<file path="src/rtl/pea_pkg.sv">
// Shared fetch/write-side definitions: FSM state codes and the log2 rule.
package pea_pkg;

  localparam logic [2:0] ST_IDLE  = 3'd0;
  localparam logic [2:0] ST_READ  = 3'd1;
  localparam logic [2:0] ST_WAIT  = 3'd2;
  localparam logic [2:0] ST_WRITE = 3'd3;
  localparam logic [2:0] ST_DONE  = 3'd4;
  localparam logic [2:0] ST_ERR   = 3'd5;

  typedef enum logic [2:0] {
    IDLE  = ST_IDLE,
    READ  = ST_READ,
    WAIT  = ST_WAIT,
    WRITE = ST_WRITE,
    DONE  = ST_DONE,
    ERR   = ST_ERR
  } fetch_state_e;

  // Address width for a depth; a depth of 1 still needs one bit.
  function automatic int log2(input int n);
    int r;
    r = 0;
    for (int i = 0; i < 31; i++) begin
      if ((1 << i) < n) r = i + 1;
    end
    if (r == 0) r = 1;
    return r;
  endfunction

endpackage

</file>
<file path="src/rtl/mem_fetch_controller.sv">
// Reads a run of RAM tokens and pushes them one at a time into the output FIFO.
// Optional FETCH_BOUND_CHECK_EN rejects requests that run past wr_limit.
module mem_fetch_controller
  import pea_pkg::*;
#(
  parameter int word_size   = 16,
  parameter int buffer_size = 1024,
  localparam int A = log2(buffer_size)
) (
  input  logic                 clk,
  input  logic                 rst,
  input  logic                 start_in,
  input  logic [A-1:0]         base_addr,
  input  logic [A:0]           count,
  input  logic [A-1:0]         wr_limit,
  input  logic [word_size-1:0] ram_rd_data,
  input  logic [A:0]           fifo_free,
  output logic                 ram_rd_en,
  output logic [A-1:0]         ram_rd_addr,
  output logic                 fifo_wr_en,
  output logic [word_size-1:0] output_token,
  output logic                 busy_out,
  output logic                 done_out,
  output logic                 error_out
);

  fetch_state_e   state;
  logic [A-1:0]   addr;
  logic [A-1:0]   addr_nxt;
  logic [A:0]     remaining;
  logic           bound_fail;
  logic           err_q;
  logic           last_tok;
  logic           has_room;

  assign addr_nxt = (addr == A'(buffer_size - 1))
                  ? '0 : addr + A'(1);
  assign last_tok = (remaining == {{A{1'b0}}, 1'b1});
  assign has_room = (fifo_free != '0);

`ifdef FETCH_BOUND_CHECK_EN
  logic [A+1:0] bound_end;
  assign bound_end  = {2'b00, base_addr} + {1'b0, count};
  assign bound_fail = bound_end > {2'b00, wr_limit};
  assign error_out  = err_q;
`else
  logic unused_ok;
  assign bound_fail = 1'b0;
  assign error_out  = 1'b0;
  assign unused_ok  = ^{wr_limit, err_q};
`endif

  // Strobe follows FIFO room in the same cycle so a stall costs no read.
  assign ram_rd_en   = (state == READ) && has_room;
  assign ram_rd_addr = addr;

  always_ff @(posedge clk or negedge rst) begin
    if (!rst) begin
      state        <= IDLE;
      addr         <= '0;
      remaining    <= '0;
      fifo_wr_en   <= 1'b0;
      output_token <= '0;
      busy_out     <= 1'b0;
      done_out     <= 1'b0;
      err_q        <= 1'b0;
    end else begin
      fifo_wr_en <= 1'b0;
      done_out   <= 1'b0;
      err_q      <= 1'b0;
      case (state)
        IDLE: begin
          if (start_in) begin
            busy_out <= 1'b1;
            if (count == '0) begin
              state    <= DONE;
              done_out <= 1'b1;
            end else if (bound_fail) begin
              state <= ERR;
              err_q <= 1'b1;
            end else begin
              state     <= READ;
              addr      <= base_addr;
              remaining <= count;
            end
          end
        end
        READ: begin
          if (has_room) state <= WAIT;
        end
        WAIT: begin
          output_token <= ram_rd_data;
          fifo_wr_en   <= 1'b1;
          state        <= WRITE;
        end
        WRITE: begin
          remaining <= remaining - {{A{1'b0}}, 1'b1};
          addr      <= addr_nxt;
          if (last_tok) begin
            state    <= DONE;
            done_out <= 1'b1;
          end else begin
            state <= READ;
          end
        end
        DONE, ERR: begin
          state    <= IDLE;
          busy_out <= 1'b0;
        end
        default: begin
          state    <= IDLE;
          busy_out <= 1'b0;
        end
      endcase
    end
  end

endmodule

</file>
<file path="config.mk">
export PLATFORM = sky130hd
export DESIGN_NAME = mem_fetch_controller
export DESIGN_NICKNAME = d
export VERILOG_FILES = /design/src/rtl/pea_pkg.sv /design/src/rtl/mem_fetch_controller.sv
export SDC_FILE = /design/constraint.sdc
export NUM_CORES = 1
export LEC_CHECK = 0
export CORE_UTILIZATION = 40
export CTS_CLUSTER_SIZE = 30
export DETAILED_ROUTE_END_ITERATION = 10
export PLACE_DENSITY_LB_ADDON = 0.2
export SETUP_SLACK_MARGIN = 0.4
export SLEW_MARGIN = 10
export SYNTH_ARGS = -nofsm -noshare
export SYNTH_HDL_FRONTEND = slang
export SYNTH_SLANG_ARGS = --single-unit
</file>
<file path="constraint.sdc">
create_clock -name clk -period 1.7 [get_ports clk]
set_input_delay 0.34 -clock clk [delete_from_list [all_inputs] [get_ports clk]]
set_output_delay 0.34 -clock clk [all_outputs]
set_load 0.05 [all_outputs]
</file>
[Word level (Yosys, flattened, before mapping)]
Index checks and enable logic that the tools add are counted.
Widths: inputs -> output; s select.
Cells by class
  add/subtract/negate cells: 2
  equal/unequal tests: 8
  mux-type cells: 19
  bitwise gates (word level): 1
  reduce and logical (&&, ||, !) cells: 9
Operator list (count)
  $mux 10: 3
  $mux 11: 2
  $pmux 11 s2: 1
  $pmux 10 s2: 1
  $mux 3: 4
  $pmux 3 s4: 1
  $eq 11x1->1 const B: 1
  $logic_not 11->1: 1
  $reduce_bool 11->1: 1
  $sub 11x1->11 const B: 1
  $add 10x1->10 const B: 1
  $eq 10x10->1 const B: 1
  $eq 3x2->1 const B: 2
  $ne 2x2->1 const B: 3
  $mux 1: 5
  $pmux 1 s2: 2
  $reduce_and 2->1: 2
  $eq 3x1->1 const B: 1
  $logic_not 3->1: 1
  $reduce_and 3->1: 1
  $reduce_or 3->1: 1
  $reduce_bool 2->1: 1
  $logic_and 1x1->1: 1
  $not 1->1: 1
Storage, ports and cells
  bits in registers: 43
  output and inout bits: 31
  logic and storage cells: 46

[Logic depth before layout (Yosys ltp)]
Gate-level depths: netlist of the first run.
  depth after elaboration: 4
  gate-level depth with buffers: 7

[Worst setup path after synthesis of the first run]
OpenSTA, ideal clock, no wires.
  kind: reg2reg
  start: register addr[1] (netlist: ram_rd_addr[1])
  end: register addr[1] (netlist: ram_rd_addr[1])
  library setup time: 0.128 ns
  arrival: 1.922 ns
  slack: -0.350 ns
  cell stages (with the launch flop): 7
  path buffers: 1
  period minus slack after synthesis: 2.050 ns
  cells stage by stage: dfrtp_1 > ha_1 > and3_1 > clkbuf_1 > a31oi_2 > a22o_1 > mux2_1
On the way
  longest elaborated chain between the ends: 3
Ends and longest elaborated chain
  start: declaration: RTL line mem_fetch_controller.sv:28  | logic [A-1:0] addr;
  start signal: assignment: RTL line mem_fetch_controller.sv:83  | addr <= base_addr;
  start signal: assignment: RTL line mem_fetch_controller.sv:98  | addr <= addr_nxt;
  $add 10x1->10 or $eq 10x10->1 (tied branches): RTL line mem_fetch_controller.sv:37, mem_fetch_controller.sv:36
  $mux 10 *: RTL line mem_fetch_controller.sv:37  | ? '0 : addr + A'(1);
  $pmux 10 s2 *: RTL line mem_fetch_controller.sv:71  | case (state)
Mark *: on every way between the ends. The rest lies on a longest branch, timed or not.
A chain may end at the register's enable or synchronous reset.

[Worst setup path in the final report of the first run]
  start: register state[1]
  end: output port ram_rd_en
On the way
  longest elaborated chain between the ends: 2
Ends and longest elaborated chain
  start: declaration: RTL line mem_fetch_controller.sv:27  | fetch_state_e state;
  start signal: assignment: RTL line mem_fetch_controller.sv:59  | state <= IDLE;
  start signal: assignment: RTL line mem_fetch_controller.sv:76  | state <= DONE;
  start signal: assignment: RTL line mem_fetch_controller.sv:79  | state <= ERR;
  $eq 3x1->1: RTL line mem_fetch_controller.sv:54  | assign ram_rd_en = (state == READ) && has_room;
  $logic_and 1x1->1: RTL line mem_fetch_controller.sv:54
  end: declaration: RTL line mem_fetch_controller.sv:18  | output logic ram_rd_en,
Every way passes these cells.

==> results.md, run 1 <==
Run status:
- The flow ran to the end, but the final reports show violations.
- The checks that failed: design-rule violations, negative setup slack.

Global route:
- The number of global-route vias before repair came to 2,518.
- The remaining global-route overflow is 0.
- The first global-routing pass estimated 12.4 mm of wire.
- The number of antenna violations at the first check in global routing came to 0.
- The maximum number of pins on one net before global-route repair is 44.
- In the global route stage, overall resource usage came out at 0.251.

Routing:
- The number of detailed-routing iterations run before antenna repair is 8.
- In the routed layout, each cell is associated on average with a via count of 5.77.
- For this block, the via count after detailed routing is 2,618.
- The overall routed net length is 8.54 mm.
- The residual antenna-violating net count after detailed routing is 0.
- Dividing the detail-routed wire length by the instance count gives 18.8 um.
- The detailed router finished its first iteration with 228 violations.
- For this run, design rule violations remaining after detail routing come to 1.

Synth:
- By area the synthesized netlist is led by dfrtp_1, mux2_1, a211oi_1.
- The number of synthesized register bits is 43.
- The synthesized netlist contains 57 unique library cells.
- The proportion of synthesized chip area in sequential cells is 0.439.
- The share of flip-flops with an asynchronous set or reset after synthesis is 1.00.
- The cell area that synthesis handed to floorplanning was 2450 sq um.
- The cell accounting for the most synthesized area is dfrtp_1.
- During synthesis, Yosys emitted a total of 0 warnings.
- The flip-flop cell with the highest count after synthesis is dfrtp_1.
- The area share of the leading cell type in the synthesized netlist is 0.439.
- A synthesized cell averages 10.4 sq um.
- The net count of the mapped netlist is 301.
- The number of enable flip-flop cells after synthesis is 0.
- The instance count of the mapped netlist is 237.

Floorplanning:
- The die is 80.3 um wide.
- The initial utilization of the core area, before any placement, comes to 0.414.
- The die covers 6450 sq um.
- The core area is 5920 sq um.
- After floorplanning, the core was divided into 28 placement rows.
- For this design the top-level I/O count stands at 92.
- The die is 80.3 um tall.

Worst setup path:
- The origin of the critical flop-to-flop path is state[0]$_DFFE_PN0P_.
- STA classifies the critical path endpoint as an output pin.
- Broken down by cell family, the worst path's largest delay share belongs to buffers and inverters.
- The slowest stage of the critical path belongs to the cell dfrtp_1.
- The highest net fanout along the worst path is 5.
- The setup path with the least slack is of type flip-flop to output pin.
- The worst reg-to-reg path cell count is 5.
- The combined buffer and inverter count along the critical path is 3.
- Traced cell by cell, the critical path runs through buf_6 -> nand3b_1 -> buf_4 -> nor2_4 -> buf_6.
- The worst path arrival time is 1.51 ns.
- The reg2reg setup slack is -0.07 ns.
- Data on the critical path is required at its endpoint by 1.36 ns.
- The startpoint type of the worst setup path is a flip-flop.
- The most prevalent standard cell on the critical path is buf_6.
- For this run, the slowest stage of the critical path takes 0.43 ns.
- The critical register-to-register path endpoint is ram_rd_addr[7]$_DFFE_PN0P_.

Clocking:
- The maximum clock path buffer count is 2.
- At the later pin of the worst-skew pair, clock insertion delay measures 0.30 ns.
- The number of buffers created by CTS is 5.
- The clock slew seen by the registers of the worst setup and hold paths is 0.09 ns.
- The number of hold buffers added after cts is 0.
- The H-tree depth is 2.
- The number of sinks on the clock net is 43.
- TritonCTS built the clock tree.
- The tree is rooted in a clkbuf_8.

STA:
- Of the available clock period, the critical path in the final layout requires 1.09.
- The routed design could run at a clock period as short as 1.85 ns.
- The final count of hold timing violations was 0.
- The highest clock frequency the design can meet is 541 MHz.
- The final count of negative-setup-slack endpoints is 18.
- Setup repair after global routing could not meet its margin everywhere.
- The worst hold margin is 0.00649 ns.
- The worst-case setup margin in the final layout is -0.149 ns.
- The total count of max-transition violations in the final report is 0.
- The final sum of negative setup slack is -0.861 ns.
- Across the routed clock network, the largest skew measured is 0.00625 ns.

Power and ir drop:
- IR analysis of the VDD net gives a maximum drop of 1320 uV.
- The static power due to leakage is 0.00193 uW.
- In this run the power density over the cells is 2170 nW/um^2.

Placed design:
- The standard cell area after detailed placement is 3570 sq um.
- Routability-driven placement finished with a final weighted congestion of 0.876.
- The number of port buffers is 80.
- After legalization and detailed placement, the total HPWL measured 4.73 mm.
- Before CTS, the worst setup slack after placement is -0.635 ns.

Layout:
- After routing the design area is 4480 sq um.
- The post-layout net count is 442.
- The share of layout cells above drive strength 1 is 0.536.
- The relative area change from synthesis to final layout is 82.6%.
- The antenna diode count is 0.

Job:
- The max-capacitance violation count is 0.

Min path:
- The path class of the tightest hold or removal check is input port to asynchronous set/reset pin.
-- synthesized netlist by cell type (all sizes together) (8+ instances only) --
cell / number
inv: 8
a2bb2oi: 9
dfrtp: 43
nand2: 10
a211oi: 13
buf: 10
mux2: 18
a21oi: 8
nand3: 8
nor2: 18
a31oi: 9
clkbuf: 8
-- cell type report --
class	count	area, sq um
Inverter	8	37.5
Tap cell	75	93.8
Clock buffer	5	68.8
Fill cell	365	1440
Multi-Input combinational cell	168	1670
Sequential cell	43	1080
Timing Repair Buffer	152	1490
Clock inverter	3	43.8
-- worst reg2reg max path, delay by kind of cell (launching register included) --
kind / cells / cell delay (ns)
flops: 1 / 0.43
compound gates: 2 / 0.39
buf+inv: 2 / 0.50
simple gates: 1 / 0.33
-- repair_timing --
action | in CTS | in global routing
setup buffers | 28 | 6
gates resized for setup | 119 | 47
gates cloned | 4 | 0
pin swaps | 29 | 16
endpoints found under the setup margin | 45 | 51
-- per-stage QoR --
step	total power, uW	instances	util
finish	9740	454	0.757
CTS	9010	448	0.716
floorplan	5230	237	-
global placement	6730	408	0.604
global route	10200	454	0.757
detailed placement	6810	408	0.604
-- how the worst max path moves through the flow --
stage / end / depth (start not counted) / slack (ns) / start
2_1_floorplan: remaining[5]$_DFFE_PN0P_ / 6 / -0.07 / count[0]
3_3_place_gp: remaining[10]$_DFFE_PN0P_ / 6 / -0.60 / count[3]
3_5_place_dp: remaining[10]$_DFFE_PN0P_ / 6 / -0.63 / count[0]
4_1_cts: ram_rd_en / 5 / -0.05 / state[1]$_DFFE_PN0P_
5_1_grt: ram_rd_en / 5 / -0.16 / state[1]$_DFFE_PN0P_
6_report: ram_rd_en / 5 / -0.15 / state[1]$_DFFE_PN0P_
-- routing by layer --
metal | GRT usage | share of wire | vias up | wire, um
met3 | 0.0364 | 0.037 | 19 | 318
met2 | 0.417 | 0.51 | 87 | 4320
met5 | 0 | 0 | - | 0
met1 | 0.336 | 0.44 | 1325 | 3740
li1 | - | - | 1187 | -
met4 | 0.0768 | 0.019 | 0 | 165
-- power by group --
| part | switching (uW) | total, uW | internal [uW] |
|---|---|---|---|
| sequential | 481 | 2010 | 1530 |
| combinational | 3530 | 6920 | 3380 |
| clock | 377 | 814 | 438 |
-- sequential cells by signal, indices dropped and copies added, names as in the netlist --
register / count
fifo_wr_en: 1
output_token: 16
remaining: 11
done_out: 1
state: 3
busy_out: 1
ram_rd_addr: 10
-- layout by cell type, fill, tap and decap left out, types with 3 or more instances in the layout --
cell             count
inv_4                3
buf_12               5
buf_4               58
a31oi_1              5
a2bb2oi_2            9
nor2_1              15
buf_2                5
clkbuf_8             5
and3_1               3
o21ai_0              6
dfrtp_2              6
nand2_1              8
a211oi_1             4
mux2_4              18
nor3_1               3
clkdlybuf4s15_1      6
nor4_1               3
clkdlybuf4s50_1     26
dlygate4sd2_1       10
nand3_1              8
a21oi_2              3
a31oi_4              3
o22ai_2              3
a211oi_2             6
dfrtp_1             37
buf_6               34
o22a_1               3
a21oi_1              4
a211oi_4             3
buf_8                5
or4_4                5
inv_1                5
-- kinds of logic (layout without fill, tap and decap cells) --
kind of cell,count (synthesis),count (layout),share of synthesized area
AO/OA/AOI/OAI,76,76,0.254
AND/OR/NAND/NOR,69,69,0.151
flip-flops,43,43,0.439
buffers and inverters,26,168,0.0525
multiplexers,19,19,0.0867
adder cells (fa/ha/maj),3,3,0.0153
other,1,1,0.00153
Power figures use the tool's default switching activity.
==> inputs of run 2 (changes only) <==
--- a/config.mk
+++ b/config.mk
@@ -5,12 +5,13 @@
 export SDC_FILE = /design/constraint.sdc
 export NUM_CORES = 1
 export LEC_CHECK = 0
+export CORE_MARGIN = 2
 export CORE_UTILIZATION = 40
 export CTS_CLUSTER_SIZE = 30
 export DETAILED_ROUTE_END_ITERATION = 10
+export GPL_ROUTABILITY_DRIVEN = 0
 export PLACE_DENSITY_LB_ADDON = 0.2
 export SETUP_SLACK_MARGIN = 0.4
-export SLEW_MARGIN = 10
 export SYNTH_ARGS = -nofsm -noshare
 export SYNTH_HDL_FRONTEND = slang
 export SYNTH_SLANG_ARGS = --single-unit
==> run 2 against run 1 <==
  * The flow finishes with violations (negative setup slack)
  * Core utilization down 5.6 points
  * Die area up 5.0%
  * Register-to-register slack better by 0.04 ns
  * Power down 11%
  * Final cell count down 2.4%
  * Combinational power down 12%
==> results.md, run 2 (synthesis results as in run 1) <==
Power and ir drop:
- The power per cell area is 2100 nW/um^2 (was 2170 nW/um^2).
- The static power due to leakage was 0.00180 uW (was 0.00193 uW).
- The highest ir drop seen on vdd is 1240 uV (was 1320 uV).

Routing:
- The average vias per placed instance was 5.60 (was 5.77).
- The routed length per placed instance is 17.2 um (was 18.8 um).
- The number of detailed-routing iterations run before antenna repair is 4 (was 8).
- The residual antenna-violating net count after detailed routing is 0 (unchanged).
- The number of remaining DRC errors was 0 (was 1).
- The overall routed net length was 7.61 mm (was 8.54 mm).
- The violation count after the first detailed-routing iteration was 237 (was 228).
- The number of vias in the routed layout is 2,479 (was 2,618).

Floorplanning:
- The vertical extent of the die is 82.3 um (was 80.3 um).
- The die footprint was 6780 sq um (was 6450 sq um).
- The count of pins on the block boundary is 92 (unchanged).
- The number of core rows is 28 (unchanged).
- The horizontal die dimension is 82.3 um (was 80.3 um).
- The core area is 5920 sq um (unchanged).
- The initial core utilization is 0.414 (unchanged).

Worst setup path:
- The highest net fanout along the worst path is 6 (was 5).
- The cell count along the critical path is 4 (was 5).
- The startpoint type of the worst setup path is a flip-flop (unchanged).
- The worst reg-to-reg path cell count is 4 (was 5).
- The cell class contributing the biggest share of worst-path delay is flip-flops (was buffers and inverters).
- Series of cell instances along the critical path: buf_6 -> nand3b_1 -> nor2_4 -> buf_8 (was buf_6 -> nand3b_1 -> buf_4 -> nor2_4 -> buf_6).
- The data required time of the worst path is 1.36 ns (about the same).
- The biggest cell delay along the critical path is 0.43 ns (about the same).
- The sort of element at the end of the critical path is an output pin (unchanged).
- The combined buffer and inverter count along the critical path was 2 (was 3).
- The slowest cell on the critical path is dfrtp_1 (unchanged).
- The worst path arrival time is 1.44 ns (was 1.51 ns).
- The critical register-to-register path endpoint is remaining[7]$_DFFE_PN0P_ (was ram_rd_addr[7]$_DFFE_PN0P_).
- The category of the critical setup timing path is flip-flop to output pin (unchanged).
- The origin of the critical flop-to-flop path is remaining[0]$_DFFE_PN0P_ (was state[0]$_DFFE_PN0P_).
- The reg2reg setup slack is -0.03 ns (was -0.07 ns).

STA:
- The worst-case setup margin in the final layout is -0.0763 ns (was -0.149 ns).
- The highest clock frequency the design can meet came to 563 MHz (was 541 MHz).
- The final critical-path required period was 1.78 ns (was 1.85 ns).
- The share of the clock period used by the worst path is 1.04 (was 1.09).
- Setup repair after global routing missed its margin: true (unchanged).
- The final count of hold timing violations came to 0 (unchanged).
- The total count of max-transition violations in the final report is 0 (unchanged).
- Measured against its own limit, the worst slew margin works out to 0.652.
- The final count of negative-setup-slack endpoints came to 11 (was 18).
- The worst clock skew on the final layout is 0.00580 ns (was 0.00625 ns).
- At the pin with the least slew margin, the transition time is 0.523 ns.

Layout:
- The flip-flop count of the largest register, all copies and words added is 16 (unchanged).
- The register containing the most flip-flops in the final layout was output_token (unchanged).
- The antenna diode count was 0 (unchanged).
- Commonest cells after routing, fill and taps aside: buf_4, dfrtp_1, clkdlybuf4s50_1 (was buf_4, dfrtp_1, buf_6).
- The relative area change from synthesis to final layout is 69.1% (was 82.6%).
- The final standard cell utilization of the core came to 0.701 (was 0.757).
- The share of layout cells above drive strength 1 is 0.481 (was 0.536).
- The post-layout net count is 431 (was 442).
- The commonest non-fill, non-tap cell in the layout is buf_4 (unchanged).

Min path:
- The path type of the worst min-delay path was input port to asynchronous set/reset pin (unchanged).

Global route:
- The total global-route track usage was 0.224 (was 0.251).
- The maximum number of pins on one net before global-route repair is 25 (was 44).
- The number of antenna violations at the first check in global routing is 0 (unchanged).
- The number of global-route vias before repair was 2,380 (was 2,518).
- The first-pass GRT wire length is 11.5 mm (was 12.4 mm).
- The remaining global-route overflow came to 0 (unchanged).

Placed design:
- The worst slack at placement came to -0.650 ns (was -0.635 ns).
- The number of port buffers is 80 (unchanged).
- The half-perimeter wire length after placement is 4.91 mm (was 4.73 mm).

Job:
- The max-capacitance violation count is 0 (unchanged).

Run status:
- Run status: complete, but fails checks (unchanged).
- Failing checks: negative setup slack (was design-rule violations, negative setup slack).

Clocking:
- The maximum clock path buffer count is 2 (unchanged).
- The number of sinks on the clock net came to 43 (unchanged).
- The clock root buffer master is clkbuf_8 (unchanged).
- The number of buffers created by CTS is 5 (unchanged).
- The clock slew seen by the registers of the worst setup and hold paths is 0.08 ns (was 0.09 ns).
- The H-tree depth is 2 (unchanged).
- The clock insertion delay at the later pin of the skew report is 0.30 ns (about the same).
- The CTS tree is built (unchanged).
run 2: cell types whose count changed in the layout (fill, tap and decap cells not counted), sizes merged:
cell,before,now
clkdlybuf4s15,6,4
clkbuf,6,7
buf,109,103
dlygate4sd2,10,7
bufinv,1,0
clkinv,2,1
clkinvlp,0,1
run 2: timing repair:
action                                  4_1_cts  5_1_grt
endpoints found under the setup margin       46       49
hold buffers                                  0        0
setup buffers                                17        4
cloned                                        3        2
pin swaps                                    30       12
resized for setup                           106       26
run 2: metal layers:
| layer | GRT usage | up-vias | wire [um] |
|---|---|---|---|
| li1 | - | 1173 | - |
| met2 | 0.360 | 85 | 3720 |
| met1 | 0.308 | 1213 | 3360 |
| met5 | 0 | - | 0 |
| met3 | 0.0402 | 8 | 452 |
| met4 | 0.0633 | 0 | 80 |
run 2: cell type report:
| class | count | area [sq um] |
|---|---|---|
| well taps | 75 | 93.8 |
| flip-flops and latches | 43 | 1080 |
| clock inverters | 2 | 12.5 |
| repair buffers | 141 | 1340 |
| inverters | 8 | 32.5 |
| fillers | 449 | 1770 |
| clock buffers | 6 | 72.6 |
| multi-input cells | 168 | 1510 |
run 2: worst max path at each step:
stage,from,end
finish,state[1]$_DFFE_PN0P_,ram_rd_en
detailed placement,count[0],ram_rd_addr[7]$_DFFE_PN0P_
global route,state[1]$_DFFE_PN0P_,ram_rd_en
floorplan,count[0],remaining[5]$_DFFE_PN0P_
CTS,state[1]$_DFFE_PN0P_,ram_rd_en
global placement,count[0],ram_rd_addr[7]$_DFFE_PN0P_
run 2: power by group:
part / total (uW) / switching [uW] / internal [uW]
logic: 6070 / 3170 / 2900
clock network: 646 / 358 / 287
registers: 1980 / 448 / 1530
run 2: per-stage QoR:
stage / power [uW] / cells / TNS, ns / hold WS [ns] / instance area, sq um
floorplan: 5230 / 237 / -0.636 / 0.0444 / 2570
global placement: 6780 / 409 / -12.69 / 0.330 / 3580
detailed placement: 6860 / 409 / -13.44 / 0.342 / 3580
CTS: 8220 / 437 / -0.00140 / 0.0189 / 3970
global route: 9170 / 443 / -0.913 / 0.0178 / 4150
finish: 8690 / 443 / -0.205 / 0.00216 / 4150
==> inputs of run 3 (changes only) <==
--- a/config.mk
+++ b/config.mk
@@ -7,9 +7,10 @@
 export LEC_CHECK = 0
 export CORE_MARGIN = 2
 export CORE_UTILIZATION = 40
-export CTS_CLUSTER_SIZE = 30
+export CTS_CLUSTER_SIZE = 16
 export DETAILED_ROUTE_END_ITERATION = 10
 export GPL_ROUTABILITY_DRIVEN = 0
+export MAX_ROUTING_LAYER = met4
 export PLACE_DENSITY_LB_ADDON = 0.2
 export SETUP_SLACK_MARGIN = 0.4
 export SYNTH_ARGS = -nofsm -noshare
==> run 3 against run 2 <==
  * The flow still finishes with violations (negative setup slack)
  * Clock power is 0.6% lower
  * Routed wire length is 0.50% lower
  * Register-to-register slack hardly changed
  * Die area stayed put
  * Worst hold slack worse by 0.0014 ns
  * Non-clock buffer count stayed put
  * Global-route usage is 0.64 points higher
  * First-iteration DRC count is 14% lower
  * Worst setup slack worse by 0.015 ns
  * Clock-buffer cell count stayed put
  * Flip-flop and latch count stayed put
  * Core utilization is 0.063 points lower
==> results.md, run 3 (synthesis results as in run 1) <==
Run status:
- Run status: complete, but fails checks (unchanged).
- Failing checks: negative setup slack (unchanged).

Worst setup path:
- The cell class contributing the biggest share of worst-path delay is flip-flops (unchanged).
- The worst path arrival time is 1.45 ns (was 1.44 ns).
- The slowest cell on the critical path is dfrtp_1 (unchanged).
- The reg2reg setup slack is -0.03 ns (about the same).
- The startpoint type of the worst setup path was a flip-flop (unchanged).
- The category of the critical setup timing path is flip-flop to output pin (unchanged).
- The critical register-to-register path endpoint is remaining[7]$_DFFE_PN0P_ (unchanged).
- The origin of the critical flop-to-flop path is remaining[0]$_DFFE_PN0P_ (unchanged).
- The highest net fanout along the worst path is 6 (unchanged).
- The biggest cell delay along the critical path was 0.43 ns (about the same).
- Series of cell instances along the critical path: buf_6 -> nand3b_1 -> nor2_4 -> buf_8 (unchanged).
- The combined buffer and inverter count along the critical path is 2 (unchanged).
- The worst reg-to-reg path cell count is 4 (unchanged).
- The sort of element at the end of the critical path is an output pin (unchanged).
- The data required time of the worst path came to 1.36 ns (about the same).

Power and ir drop:
- The total chip power is 8680 uW (was 8690 uW).
- The static power due to leakage is 0.00179 uW (was 0.00180 uW).
- The power per cell area is 2090 nW/um^2 (was 2100 nW/um^2).
- The highest ir drop seen on vdd is 1240 uV (about the same).

Layout:
- The register containing the most flip-flops in the final layout is output_token (unchanged).
- The flip-flop count of the largest register, all copies and words added is 16 (unchanged).
- The final cell count without fillers is 443 (unchanged).
- The commonest non-fill, non-tap cell in the layout is buf_4 (unchanged).
- The relative area change from synthesis to final layout is 68.9% (was 69.1%).
- The number of fillers in the final layout was 453 (was 449).
- The post-route standard cell area excluding fillers is 4150 sq um (about the same).
- The share of layout cells above drive strength 1 is 0.481 (unchanged).
- The antenna diode count came to 0 (unchanged).
- The footprint of the flip-flops and latches is 1080 sq um (unchanged).
- Commonest cells after routing, fill and taps aside: buf_4, dfrtp_1, buf_6 (was buf_4, dfrtp_1, clkdlybuf4s50_1).
- The multi-input combinational cell area is 1510 sq um (about the same).
- The post-layout net count is 431 (unchanged).

Floorplanning:
- The horizontal die dimension is 82.3 um (unchanged).
- The initial core utilization is 0.414 (unchanged).
- The number of core rows is 28 (unchanged).
- The count of pins on the block boundary is 92 (unchanged).
- The core area is 5920 sq um (unchanged).
- The die footprint is 6780 sq um (unchanged).
- The vertical extent of the die is 82.3 um (unchanged).

Routing:
- The number of remaining DRC errors is 0 (unchanged).
- The average vias per placed instance was 5.64 (was 5.60).
- The number of detailed-routing iterations run before antenna repair was 4 (unchanged).
- The violation count after the first detailed-routing iteration is 205 (was 237).
- The number of vias in the routed layout is 2,497 (was 2,479).
- The overall routed net length came to 7.58 mm (was 7.61 mm).
- The residual antenna-violating net count after detailed routing was 0 (unchanged).
- The routed length per placed instance is 17.1 um (was 17.2 um).

STA:
- The worst hold margin came to 0.000732 ns (was 0.00216 ns).
- Setup repair after global routing missed its margin: true (unchanged).
- The final count of negative-setup-slack endpoints is 12 (was 11).
- The final count of hold timing violations was 0 (unchanged).
- The final sum of negative setup slack was -0.253 ns (was -0.205 ns).
- The total count of max-transition violations in the final report is 0 (unchanged).
- The final critical-path required period is 1.79 ns (was 1.78 ns).
- The worst-case setup margin in the final layout is -0.0915 ns (was -0.0763 ns).
- The transition time of the tightest slew-check pin is 0.524 ns (was 0.523 ns).
- The remaining max-slew budget at the tightest pin came to 0.651 (was 0.652).
- The share of the clock period used by the worst path is 1.05 (was 1.04).
- The highest clock frequency the design can meet came to 558 MHz (was 563 MHz).
- The worst clock skew on the final layout is 0.00647 ns (was 0.00580 ns).

Clocking:
- The number of hold buffers added after cts is 0 (unchanged).
- The clock root buffer master was clkbuf_8 (unchanged).
- The number of buffers created by CTS was 5 (unchanged).
- The H-tree depth is 2 (unchanged).
- The clock slew seen by the registers of the worst setup and hold paths is 0.08 ns (about the same).
- The CTS tree is built (unchanged).
- The number of sinks on the clock net is 43 (unchanged).
- The maximum clock path buffer count was 2 (unchanged).
- The clock insertion delay at the later pin of the skew report was 0.30 ns (about the same).

Placed design:
- The half-perimeter wire length after placement is 4.91 mm (unchanged).
- The total instance count after detailed placement is 409 (unchanged).
- The standard cell area after detailed placement is 3580 sq um (unchanged).
- The number of port buffers is 80 (unchanged).

Min path:
- The path type of the worst min-delay path was input port to asynchronous set/reset pin (unchanged).

Global route:
- The first-pass GRT wire length came to 11.5 mm (about the same).
- The number of global-route vias before repair is 2,381 (was 2,380).
- The number of antenna violations at the first check in global routing came to 0 (unchanged).
- The total global-route track usage is 0.230 (was 0.224).
- The maximum number of pins on one net before global-route repair was 25 (unchanged).
- The remaining global-route overflow is 0 (unchanged).

Job:
- The max-capacitance violation count is 0 (unchanged).
==> run 3: cell counts in the layout (fill, tap and decap cells not counted) <==
No cell type changed its count.
==> run 3: cell type report <==
class / count / share of cell area
clock buffer: 6 / 0.0175
clock inverter: 2 / 0.00302
inverter: 8 / 0.00785
multi-input combinational: 168 / 0.365
sequential: 43 / 0.261
tap: 75 / 0.0226
timing repair buffer: 141 / 0.323
==> run 3: how the worst max path moves through the flow <==
stage          cells past startpoint                         end            startpoint  slack (ns)
2_1_floorplan                      6    remaining[5]$_DFFE_PN0P_              count[0]       -0.07
6_report                           4                   ram_rd_en  state[1]$_DFFE_PN0P_       -0.09
5_1_grt                            4                   ram_rd_en  state[1]$_DFFE_PN0P_       -0.09
3_3_place_gp                       6  ram_rd_addr[7]$_DFFE_PN0P_              count[0]       -0.61
4_1_cts                            4                   ram_rd_en  state[1]$_DFFE_PN0P_      -0.001
3_5_place_dp                       6  ram_rd_addr[7]$_DFFE_PN0P_              count[0]       -0.65
==> run 3: metrics by stage <==
stage	setup WS, ns	util
floorplan	-0.0732	-
CTS	-0.00132	0.671
global route	-0.0923	0.700
finish	-0.0915	0.700
global placement	-0.611	0.605
detailed placement	-0.650	0.605
==> run 3: routing by layer <==
layer,GRT usage,routed length (um)
met4,0.0633,141
met1,0.307,3240
met5,-,0
met2,0.362,3720
met3,0.0402,476
==> run 3: timing repair <==
action / in CTS / in global routing
endpoints found under the setup margin: 46 / 49
setup buffers: 17 / 4
pin swaps: 30 / 12
resized for setup: 106 / 25
gates cloned: 3 / 2
==> run 3: worst reg2reg max path, cell delays in order, from the launching register on <==
cell,delay [ns]
dfrtp_1,0.39
or4_4,0.59
o41a_1,0.35
a211oi_2,0.20
o22a_1,0.15
==> run 3: where the power goes <==
group / internal (uW) / leakage, uW / switching, uW
registers: 1530 / 0.000495 / 441
clock network: 287 / 0.0000412 / 355
logic: 2890 / 0.00126 / 3180
